`src/rtl/if_ctrl.sv`:
```
`default_nettype none
// ============================================================================
//  Module   : if_ctrl
//  Purpose  : IF-stage fetch sequencer: PC ownership, ROM req/ack, IF/ID
//             valid/stall handshake with one-entry skid, branch redirect.
//  Revision : 1.0
// ============================================================================
module if_ctrl #(
    parameter logic [31:0] RESET_PC = 32'h0000_0000,
    parameter int          INST_W   = 32
) (
    input  logic              clk,
    input  logic              rst,
    input  logic              stall_i,
    input  logic              branch_i,
    input  logic [31:0]       branch_tgt_i,
    output logic              rom_req_o,
    output logic [31:0]       rom_addr_o,
    input  logic              rom_ack_i,
    input  logic [INST_W-1:0] rom_data_i,
    output logic [INST_W-1:0] inst_o,
    output logic [31:0]       pc_o,
    output logic              inst_valid_o
);

    typedef enum logic [1:0] {
        S_IDLE  = 2'd0,
        S_REQ   = 2'd1,
        S_DRAIN = 2'd2,
        S_HOLD  = 2'd3
    } state_t;

    state_t            state_q, state_d;
    logic [31:0]       pc_q, pc_d;
    logic [31:0]       addr_q, addr_d;
    logic              req_q, req_d;
    logic [INST_W-1:0] inst_q, inst_d;
    logic [31:0]       pco_q, pco_d;
    logic              valid_q, valid_d;
    logic [INST_W-1:0] skid_inst_q, skid_inst_d;
    logic [31:0]       skid_pc_q, skid_pc_d;

    logic [31:0]       tgt;
    logic [31:0]       pc_inc;
    logic              slot_free;

    assign tgt       = {branch_tgt_i[31:2], 2'b00};
    assign pc_inc    = pc_q + 32'd4;
    assign slot_free = !valid_q || !stall_i;

    always_comb begin
        state_d     = state_q;
        pc_d        = pc_q;
        addr_d      = addr_q;
        req_d       = req_q;
        inst_d      = inst_q;
        pco_d       = pco_q;
        valid_d     = valid_q;
        skid_inst_d = skid_inst_q;
        skid_pc_d   = skid_pc_q;

        if (valid_q && !stall_i) begin
            valid_d = 1'b0;
        end

        case (state_q)
            S_IDLE: begin
                state_d = S_REQ;
                req_d   = 1'b1;
                if (branch_i) begin
                    pc_d   = tgt;
                    addr_d = tgt;
                end else begin
                    addr_d = pc_q;
                end
            end
            S_REQ: begin
                if (branch_i) begin
                    pc_d    = tgt;
                    valid_d = 1'b0;
                    if (rom_ack_i) begin
                        addr_d = tgt;
                    end else begin
                        // Request cannot be aborted: wait out its ack first.
                        state_d = S_DRAIN;
                    end
                end else if (rom_ack_i) begin
                    pc_d = pc_inc;
                    if (slot_free) begin
                        inst_d  = rom_data_i;
                        pco_d   = pc_q;
                        valid_d = 1'b1;
                        addr_d  = pc_inc;
                    end else begin
                        skid_inst_d = rom_data_i;
                        skid_pc_d   = pc_q;
                        req_d       = 1'b0;
                        state_d     = S_HOLD;
                    end
                end
            end
            S_DRAIN: begin
                if (branch_i) begin
                    pc_d    = tgt;
                    valid_d = 1'b0;
                end
                if (rom_ack_i) begin
                    state_d = S_REQ;
                    addr_d  = branch_i ? tgt : pc_q;
                end
            end
            S_HOLD: begin
                if (branch_i) begin
                    pc_d    = tgt;
                    valid_d = 1'b0;
                    addr_d  = tgt;
                    req_d   = 1'b1;
                    state_d = S_REQ;
                end else if (!stall_i) begin
                    inst_d  = skid_inst_q;
                    pco_d   = skid_pc_q;
                    valid_d = 1'b1;
                    addr_d  = pc_q;
                    req_d   = 1'b1;
                    state_d = S_REQ;
                end
            end
            default: begin
                state_d = S_IDLE;
            end
        endcase
    end

    always_ff @(posedge clk or negedge rst) begin
        if (!rst) begin
            state_q     <= S_IDLE;
            pc_q        <= RESET_PC;
            addr_q      <= RESET_PC;
            req_q       <= 1'b0;
            inst_q      <= '0;
            pco_q       <= '0;
            valid_q     <= 1'b0;
            skid_inst_q <= '0;
            skid_pc_q   <= '0;
        end else begin
            state_q     <= state_d;
            pc_q        <= pc_d;
            addr_q      <= addr_d;
            req_q       <= req_d;
            inst_q      <= inst_d;
            pco_q       <= pco_d;
            valid_q     <= valid_d;
            skid_inst_q <= skid_inst_d;
            skid_pc_q   <= skid_pc_d;
        end
    end

    assign rom_req_o    = req_q;
    assign rom_addr_o   = addr_q;
    assign inst_o       = inst_q;
    assign pc_o         = pco_q;
    assign inst_valid_o = valid_q;

endmodule
`default_nettype wire

```
`config.mk`:
```
export PLATFORM = sky130hd
export DESIGN_NAME = if_ctrl
export DESIGN_NICKNAME = d
export VERILOG_FILES = /design/src/rtl/if_ctrl.sv
export SDC_FILE = /design/constraint.sdc
export NUM_CORES = 1
export LEC_CHECK = 0
export CORE_ASPECT_RATIO = 1.1
export CORE_UTILIZATION = 53
export CTS_BUF_LIST = sky130_fd_sc_hd__clkbuf_16
export CTS_CLUSTER_SIZE = 28
export DETAILED_ROUTE_END_ITERATION = 10
export PLACE_DENSITY = 0.8
export SLEW_MARGIN = 20
export SYNTH_ARGS = -nofsm -noshare
export SYNTH_HDL_FRONTEND = slang
export SYNTH_SLANG_ARGS = --single-unit
```
`constraint.sdc`:
```
create_clock -name clk -period 2.5 [get_ports clk]
set_clock_uncertainty 0.2 [all_clocks]
set_input_delay 0.5 -clock clk [delete_from_list [all_inputs] [get_ports clk]]
set_output_delay 0.5 -clock clk [all_outputs]
set_load 0.005 [all_outputs]
```
==> After elaboration in Yosys (flattened, before gate mapping) <==
Cells that the tools add are included.
{ "totals": {"word_cells": 86, "inputBits": 69, "out_inout_bits": 98, "reg_bits": 196} }
{ "op_classes": {"n_mux": 46, "eq_ne": 15, "bitwise": 2, "addsub": 1, "n_reduce_logical": 13} }
{ "op_table": {"columns": ["op", "n"], "rows": [
  ["2-to-1 mux 32 bit", 20],
  ["case mux 32 bit (2 select lines)", 3],
  ["case mux 32 bit (4 select lines)", 1],
  ["adder 32 x 3 -> 32 bit, second input constant", 1],
  ["!= test 3 bit, second input constant", 5],
  ["2-to-1 mux 2 bit", 7],
  ["!= test 2 bit, second input constant", 7],
  ["2-to-1 mux 1 bit", 12],
  ["AND reduction 5 bit", 2],
  ["case mux 2 bit (4 select lines)", 1],
  ["AND reduction 4 bit", 2],
  ["case mux 1 bit (3 select lines)", 2],
  ["AND reduction 6 bit", 1],
  ["equality test 2 bit, second input constant", 2],
  ["nonzero test 3 bit", 1],
  ["OR reduction 3 bit", 1],
  ["equality test 2 x 1 -> 1 bit, second input constant", 1],
  ["logical NOT 1 bit", 2],
  ["logical NOT 2 bit", 1],
  ["NOT 1 bit", 2],
  ["nonzero test 2 bit", 1],
  ["logical AND 1 bit", 1],
  ["logical OR 1 bit", 1]
]} }

==> Logic depth before layout (Yosys ltp) <==
Gate-level depths: netlist (run 1).
{ "logic_depth": {"ltp_word": 7, "ltp_mapped": 10, "depth_no_buf": 7} }

==> Worst setup path after synthesis (run 1) <==
OpenSTA, ideal clock, no wires.
{ "synth_path": {"path_type": "register to register", "start": "register state_q[1]", "end": "register addr_q[20], in the netlist rom_addr_o[20]", "arrival_time_ns": 1.877, "path_stages_with_launch": 9, "setup_time_ns": 0.136, "required_ns": 2.164, "path_buffers": 1, "synth_period_minus_slack_ns": 2.213, "slack_ns": 0.287, "cell_sequence": "dfrtp_1 -> inv_1 -> ha_1 -> buf_4 -> nand4_1 -> nor4_2 -> nand3_1 -> mux2i_1 -> o211ai_1"} }
{ "synth_via": {"elab_chain_len": 3, "elab_cells_between_ends": 10, "cone_classes": "7 x eq/ne; 1 x mux; 2 x reduce/logical"} }
{ "synth_rtl": {"columns": ["element", "line", "source"], "rows": [
  ["start: declaration", "33", "state_t state_q, state_d;"],
  ["start signal: assignment", "146", "state_q <= state_d;"],
  ["equality test 2 x 1 -> 1 bit / equality test 2 bit (equally long branches)", "66", "case (state_q)"],
  ["!= test 3 bit (no source line) / != test 2 bit (equally long branches)", null, null],
  ["AND reduction 4 bit (no source line)", null, null],
  ["end signal: assignment", "148", "addr_q <= addr_d;"],
  ["end: declaration", "35", "logic [31:0] addr_q, addr_d;"]
]} }
Parallel ways exist; a longest one is shown, timed or not.
A chain may end at the register's enable or synchronous reset.

==> Worst setup path in the final report (run 1) <==
{ "layout_path": {"start": "register state_q[1]", "end": "register inst_q[7], in the netlist inst_o[7]"} }
{ "layout_via": {"elab_chain_len": 3, "elab_cells_between_ends": 10, "cone_classes": "7 x eq/ne; 1 x mux; 2 x reduce/logical"} }
{ "layout_rtl": {"columns": ["element", "line", "source"], "rows": [
  ["equality test 2 x 1 -> 1 bit / equality test 2 bit (equally long branches)", "66", null],
  ["!= test 2 bit (no source line) / nonzero test 2 bit (equally long branches)", null, null],
  ["AND reduction 6 bit (no source line)", null, null],
  ["end signal: assignment", "150", "inst_q <= inst_d;"],
  ["end: declaration", "37", "logic [INST_W-1:0] inst_q, inst_d;"]
]} }
Parallel ways exist; a longest one is shown, timed or not.

==> run_results.csv, run 1 <==
group,metric,value,unit
synth,synth_cell_types,51,
floorplan,row_count,50,
synth,synth_edf_count,0,
worst_setup_path,cp_max_fo,36,
route,drc,0,
worst_setup_path,r2r_slack,0.10,ns
synth,synthesis.nets,976,
synth,ys_ff_latch,196,
synth,async_flop_share,1.000,
global_routing,grt_pass1_vias,7682,
route,drtIter0Drc,529,
route,wl_per_cell,17.79,um
synth,yosysSeqAreaShare,0.5208,
floorplan,pin_count,167,
floorplan,core_area,17200,um^2
global_routing,grt_max_degree,57,
worst_hold_path,holdCritPathClass,"flop to flop",
synth,syn_area,9418,um^2
pwr,vdd.ir_drop.worst,576.0,uV
final_layout,final_common_cell,"dfrtp_1",
pwr,p_leak,5.157,nW
final_layout,antenna-diode-count,0,
worst_setup_path,crit_type,"flop to flop",
worst_setup_path,crit_arrival,2.52,ns
synth,ys_warn_count,0,
timing,fmax,0.4168,GHz
clock_network,path_clk_slew,0.07,ns
final_layout,final_cell_area,12280,um^2
clock_network,cts_buffers,17,
floorplan,start_util,0.5474,
global_routing,grt_pass1_wl,38180,um
timing,worst_pin_slew,0.6272,ns
place,portBuffers,164,
clock_network,root_buffer,"clkbuf_16",
global_routing,overflow,0,
final_layout,drive_above_1_share,0.1653,
clock_network,cts.sinks,196,
timing,setup_tns,0,ns
route,first_pass_iters,8,
final_layout,layout_common_cells,"dfrtp_1 (196), clkdlybuf4s50_1 (162), nor2_1 (97)",
timing,slew-limit-headroom,0.5819,
timing,finalHoldViolations,0,
run_status,status,"finished, final reports clean",
route,routed_wirelength,23420,um
route,viasPerCell,5.730,
timing,final_max_slew_viol_count,0,
place,hpwl,16030,um
final_layout,final_core_util,0.7137,
clock_network,cts_tree,"done",
timing,setup_viol,0,
place,dpl_cell_area,11630,um^2
route,num_vias,7547,
clock_network,clk_latency,0.43,ns
worst_setup_path,cp-end-kind,"flop",
flow_run,drv_cap,0,
global_routing,antenna_found_initial,0,
timing,finalCriticalPeriod,2.399,ns
final_layout,finalNetCount,1144,
synth,syn_area_per_cell,10.44,um^2
pwr,total_power,0.01381,W
floorplan,die_area,18310,um^2
clock_network,htreeDepth,4,
clock_network,cts_buffer_depth,2,
place,routabilityCongestion,0.8325,
floorplan,fp.dieH,141.8,um
worst_setup_path,required,2.62,ns
route,ant_nets,0,
global_routing,grtUsageTotal,0.2694,
floorplan,die_w,129.1,um
synth,ys.flop_type,"dfrtp_1",
timing,fin_crit_sh,0.9596,
final_layout,syn2layout_area_growth,30.37,%
worst_setup_path,cp-start-kind,"flop",
synth,synthCells,902,
pwr,power.density,1125,nW/um^2
timing,holdWs,0.2845,ns
## synth_stat cells, drive strengths merged, types with 3 or more instances
cell type    n  area share
a21oi       87       0.046
nand2b       9      0.0060
ha           5      0.0066
o31a         3      0.0028
nor3        12      0.0069
nor2        99       0.039
clkbuf      32       0.013
a31oi        3      0.0020
buf         41       0.022
mux2i       72       0.077
nor4         9      0.0066
nor2b        7      0.0046
and4         3      0.0028
mux2        76       0.091
o21a         5      0.0040
nand3       24       0.013
xor2        14       0.013
and3         3      0.0020
o31ai        7      0.0056
a31o         4      0.0037
dfrtp      196        0.52
o22ai        3      0.0020
inv         12      0.0048
nand4       21       0.015
nor3b        4      0.0032
o21ai       42       0.022
a22o         4      0.0037
xnor2       12       0.011
o221ai       8      0.0074
nand2       65       0.026
## critical path, cell delays in order (launching register included)
cell and delay, ns:
dfrtp_1 0.43, inv_1 0.13, ha_4 0.19, buf_6 0.16
nand2_1 0.08, o32a_1 0.34, nor2_4 0.22, buf_12 0.24
nor2_1 0.06, a21oi_1 0.23
## state kept, by name, summed over array words and instances, names as in the netlist
register / cells
pc_q: 32
rom_req_o: 1
inst_valid_o: 1
inst_o: 32
skid_pc_q: 32
state_q: 2
skid_inst_q: 32
pc_o: 32
rom_addr_o: 32
## timing repair
item,4_1_cts,5_1_grt
setup buffers,0,1
pin swaps,0,1
hold endpoints to repair,38,0
gates resized for setup,1,3
gates cloned,1,0
hold buffers,1,0
endpoints found under the setup margin,2,55
## per-stage QoR
step / worst slack [ns] / std cells
floorplan: 0.2871 / 902
global placement: -0.02384 / 1282
detailed placement: -0.1102 / 1282
CTS: 0.05157 / 1316
global route: -0.01506 / 1317
finish: 0.1010 / 1317
## power by group
part | leakage, nW | internal [W] | switching [W]
clock | 0.275 | 0.00140 | 0.00127
combinational | 2.51 | 0.00321 | 0.00259
sequential | 2.37 | 0.00448 | 0.000860
total | 5.16 | 0.00909 | 0.00472
## per-layer routing
| layer | up-vias | track usage | part of all wire |
|---|---|---|---|
| met5 | - | 0 | 0 |
| met4 | 0 | 0.1189 | 0.031 |
| met3 | 58 | 0.05015 | 0.056 |
| met2 | 258 | 0.4714 | 0.51 |
| met1 | 3702 | 0.3212 | 0.40 |
| li1 | 3529 | - | - |
## area by class of cell
| type | count | area, um^2 |
|---|---|---|
| Tap cell | 234 | 292.8 |
| Timing Repair Buffer | 222 | 2265 |
| Clock buffer | 17 | 425.4 |
| Multi-Input combinational cell | 621 | 4202 |
| Sequential cell | 196 | 4905 |
| Fill cell | 1245 | 4926 |
| Clock inverter | 15 | 143.9 |
| Inverter | 12 | 45.04 |
## worst paths after layout
check                               start        endpoint  cells past startpoint
max in group asynchronous             rst         pc_q[4]                      3
hold reg to reg            rom_addr_o[15]  rom_addr_o[15]                      2
hold / removal             rom_addr_o[15]  rom_addr_o[15]                      2
setup / recovery               state_q[1]       inst_o[7]                      9
min in group asynchronous             rst       inst_o[0]                      2
setup reg to reg               state_q[1]       inst_o[7]                      9
## cell families after synthesis
logic type | synth area share
DFF | 0.5208
adders and majority gates | 0.006643
buffers and inverters | 0.03919
AOI/OAI and AO/OA | 0.1112
xor gates and xnor gates | 0.02418
muxes | 0.1674
and+or+nand+nor | 0.1306
(Power assumes the default switching activity.)
==> run 2, diff against run 1 <==
--- a/config.mk
+++ b/config.mk
@@ -7,7 +7,6 @@
 export LEC_CHECK = 0
 export CORE_ASPECT_RATIO = 1.1
 export CORE_UTILIZATION = 53
-export CTS_BUF_LIST = sky130_fd_sc_hd__clkbuf_16
 export CTS_CLUSTER_SIZE = 28
 export DETAILED_ROUTE_END_ITERATION = 10
 export PLACE_DENSITY = 0.8
==> run 2 against run 1 <==
Routed wire length increased by 0.36%. Total power is 0.31% higher. Via count decreased by 0.25%. Fmax fell by 0.17%. Sequential power barely moved. Combinational power about the same. Clock power hardly changed. First-iteration DRC count is 10% lower. Die area unchanged. Sequential share of layout area barely moved. Register-to-register slack about the same. Non-clock buffer count unchanged. Critical path type unchanged. Critical endpoint unchanged.
==> run_results.csv, run 2 (same netlist as run 1, synthesis figures left out) <==
group,metric,value,unit
clock_network,clk_latency,0.43,ns
run_status,status,"finished, final reports clean",
final_layout,multiInputGateArea,4202,um^2
final_layout,antenna-diode-count,0,
pwr,total_power,0.01385,W
floorplan,pin_count,167,
place,portBuffers,164,
route,ant_nets,0,
timing,finalCriticalPeriod,2.403,ns
global_routing,grt_pass1_vias,7674,
pwr,power.density,1127,nW/um^2
clock_network,cts_buffer_depth,2,
floorplan,die_area,18310,um^2
worst_setup_path,cp_max_fo,36,
floorplan,core_area,17200,um^2
final_layout,fillers,1242,
global_routing,grtUsageTotal,0.2695,
pwr,p_leak,5.163,nW
worst_setup_path,required,2.62,ns
final_layout,final_common_cell,"dfrtp_1",
final_layout,finalNetCount,1144,
worst_setup_path,r2r_slack,0.1,ns
timing,fin_crit_sh,0.9612,
worst_setup_path,crit_type,"flop to flop",
timing,worst_pin_slew,0.6295,ns
global_routing,grt_pass1_wl,38200,um
global_routing,antenna_found_initial,0,
worst_hold_path,min_from,"rom_addr_o[15]",
flow_run,drv_cap,0,
timing,setup_viol,0,
worst_setup_path,r2r_start,"state_q[1]",
clock_network,path_clk_slew,0.07,ns
route,wl_per_cell,17.85,um
global_routing,grt_max_degree,57,
final_layout,seq_area,4905,um^2
route,drtIter0Drc,474,
worst_setup_path,critical_path.startpoint,"state_q[1]",
worst_setup_path,crit_arrival,2.53,ns
timing,finalHoldViolations,0,
final_layout,drive_above_1_share,0.1662,
floorplan,row_count,50,
clock_network,htreeDepth,4,
final_layout,syn2layout_area_growth,30.48,%
global_routing,overflow,0,
place,routabilityCongestion,0.8325,
route,first_pass_iters,9,
place,hpwl,16030,um
route,viasPerCell,5.716,
floorplan,die_w,129.1,um
floorplan,start_util,0.5474,
clock_network,cts_tree,"done",
route,routed_wirelength,23510,um
route,num_vias,7528,
floorplan,fp.dieH,141.8,um
place,place_inst,1282,
final_layout,final_cell_area,12290,um^2
worst_setup_path,cp-end-kind,"flop",
place,dpl_cell_area,11630,um^2
final_layout,layout_common_cells,"dfrtp_1 (196), clkdlybuf4s50_1 (162), nor2_1 (97)",
clock_network,cts_buffers,17,
worst_hold_path,holdCritPathClass,"flop to flop",
route,drc,0,
timing,final_max_slew_viol_count,0,
worst_setup_path,cp-start-kind,"flop",
pwr,vdd.ir_drop.worst,575.3,uV
clock_network,cts.sinks,196,
clock_network,root_buffer,"clkbuf_16",
timing,slew-limit-headroom,0.5804,
timing,holdWs,0.2846,ns
final_layout,final_cells,1317,
timing,fmax,0.4162,GHz
run 2: cell types whose count changed in the layout (fill, tap and decap cells not counted):
cell      delta
clkbuf_8     +1
clkinv_1     -1
run 2: layout make-up:
| type | instances | share of cell area |
|---|---|---|
| tap | 234 | 0.02383 |
| inverter | 12 | 0.003666 |
| timing repair buffer | 222 | 0.1843 |
| clock inverter | 14 | 0.01140 |
| sequential | 196 | 0.3991 |
| clock buffer | 18 | 0.03574 |
| multi-input combinational | 621 | 0.3419 |
run 2: final timing paths:
path / end / depth (start not counted)
worst max-delay path: inst_o[7] / 9
worst min-delay path: rom_addr_o[15] / 2
worst max register to register: inst_o[7] / 9
worst min register to register: rom_addr_o[15] / 2
max in group asynchronous: pc_q[4] / 3
min in group asynchronous: inst_o[0] / 2
run 2: timing repair:
| item | in CTS | in global routing |
|---|---|---|
| resized for setup | 1 | 3 |
| endpoints found under the hold margin | 38 | 0 |
| cloned | 1 | 0 |
| hold buffers | 1 | 0 |
| endpoints found under the setup margin | 2 | 55 |
| buffers inserted | 0 | 1 |
| pin swaps | 0 | 1 |
run 2: per-layer routing:
layer	track usage	part of all wire	wire length (um)
met5	0	0	0
met2	0.4720	0.50	11840
met3	0.05015	0.051	1193
met4	0.1189	0.032	755
met1	0.3212	0.41	9723
run 2: through the flow:
stage	worst slack, ns	util	setup TNS (ns)
after CTS	0.05221	0.7126	0
after global routing	-0.01514	0.7143	-0.01514
after detailed placement	-0.1102	0.6763	-3.228
final	0.09703	0.7143	0
after global placement	-0.02384	0.6763	-0.5977
after floorplan	0.2871	-	0
run 2: critical path, cell delays in order (launching register included):
cell and delay (ns):
dfrtp_1 0.43, inv_1 0.13, ha_4 0.19, buf_6 0.16
nand2_1 0.08, o32a_1 0.34, nor2_4 0.22, buf_12 0.24
nor2_1 0.07, a21oi_1 0.23
run 2: where the power goes:
part	leakage, nW	total [W]	switching, W	internal [W]
combinational	2.51	0.00581	0.00260	0.00321
sequential	2.37	0.00534	0.000861	0.00448
clock	0.281	0.00270	0.00127	0.00143
==> run 3, diff against run 2 <==
--- a/config.mk
+++ b/config.mk
@@ -5,6 +5,7 @@
 export SDC_FILE = /design/constraint.sdc
 export NUM_CORES = 1
 export LEC_CHECK = 0
+export ABC_CLOCK_PERIOD_IN_PS = 2500
 export CORE_ASPECT_RATIO = 1.1
 export CORE_UTILIZATION = 53
 export CTS_CLUSTER_SIZE = 28
==> results of run 3 <==
Same layout as run 2: the final DEF is identical, and so are final timing and power.
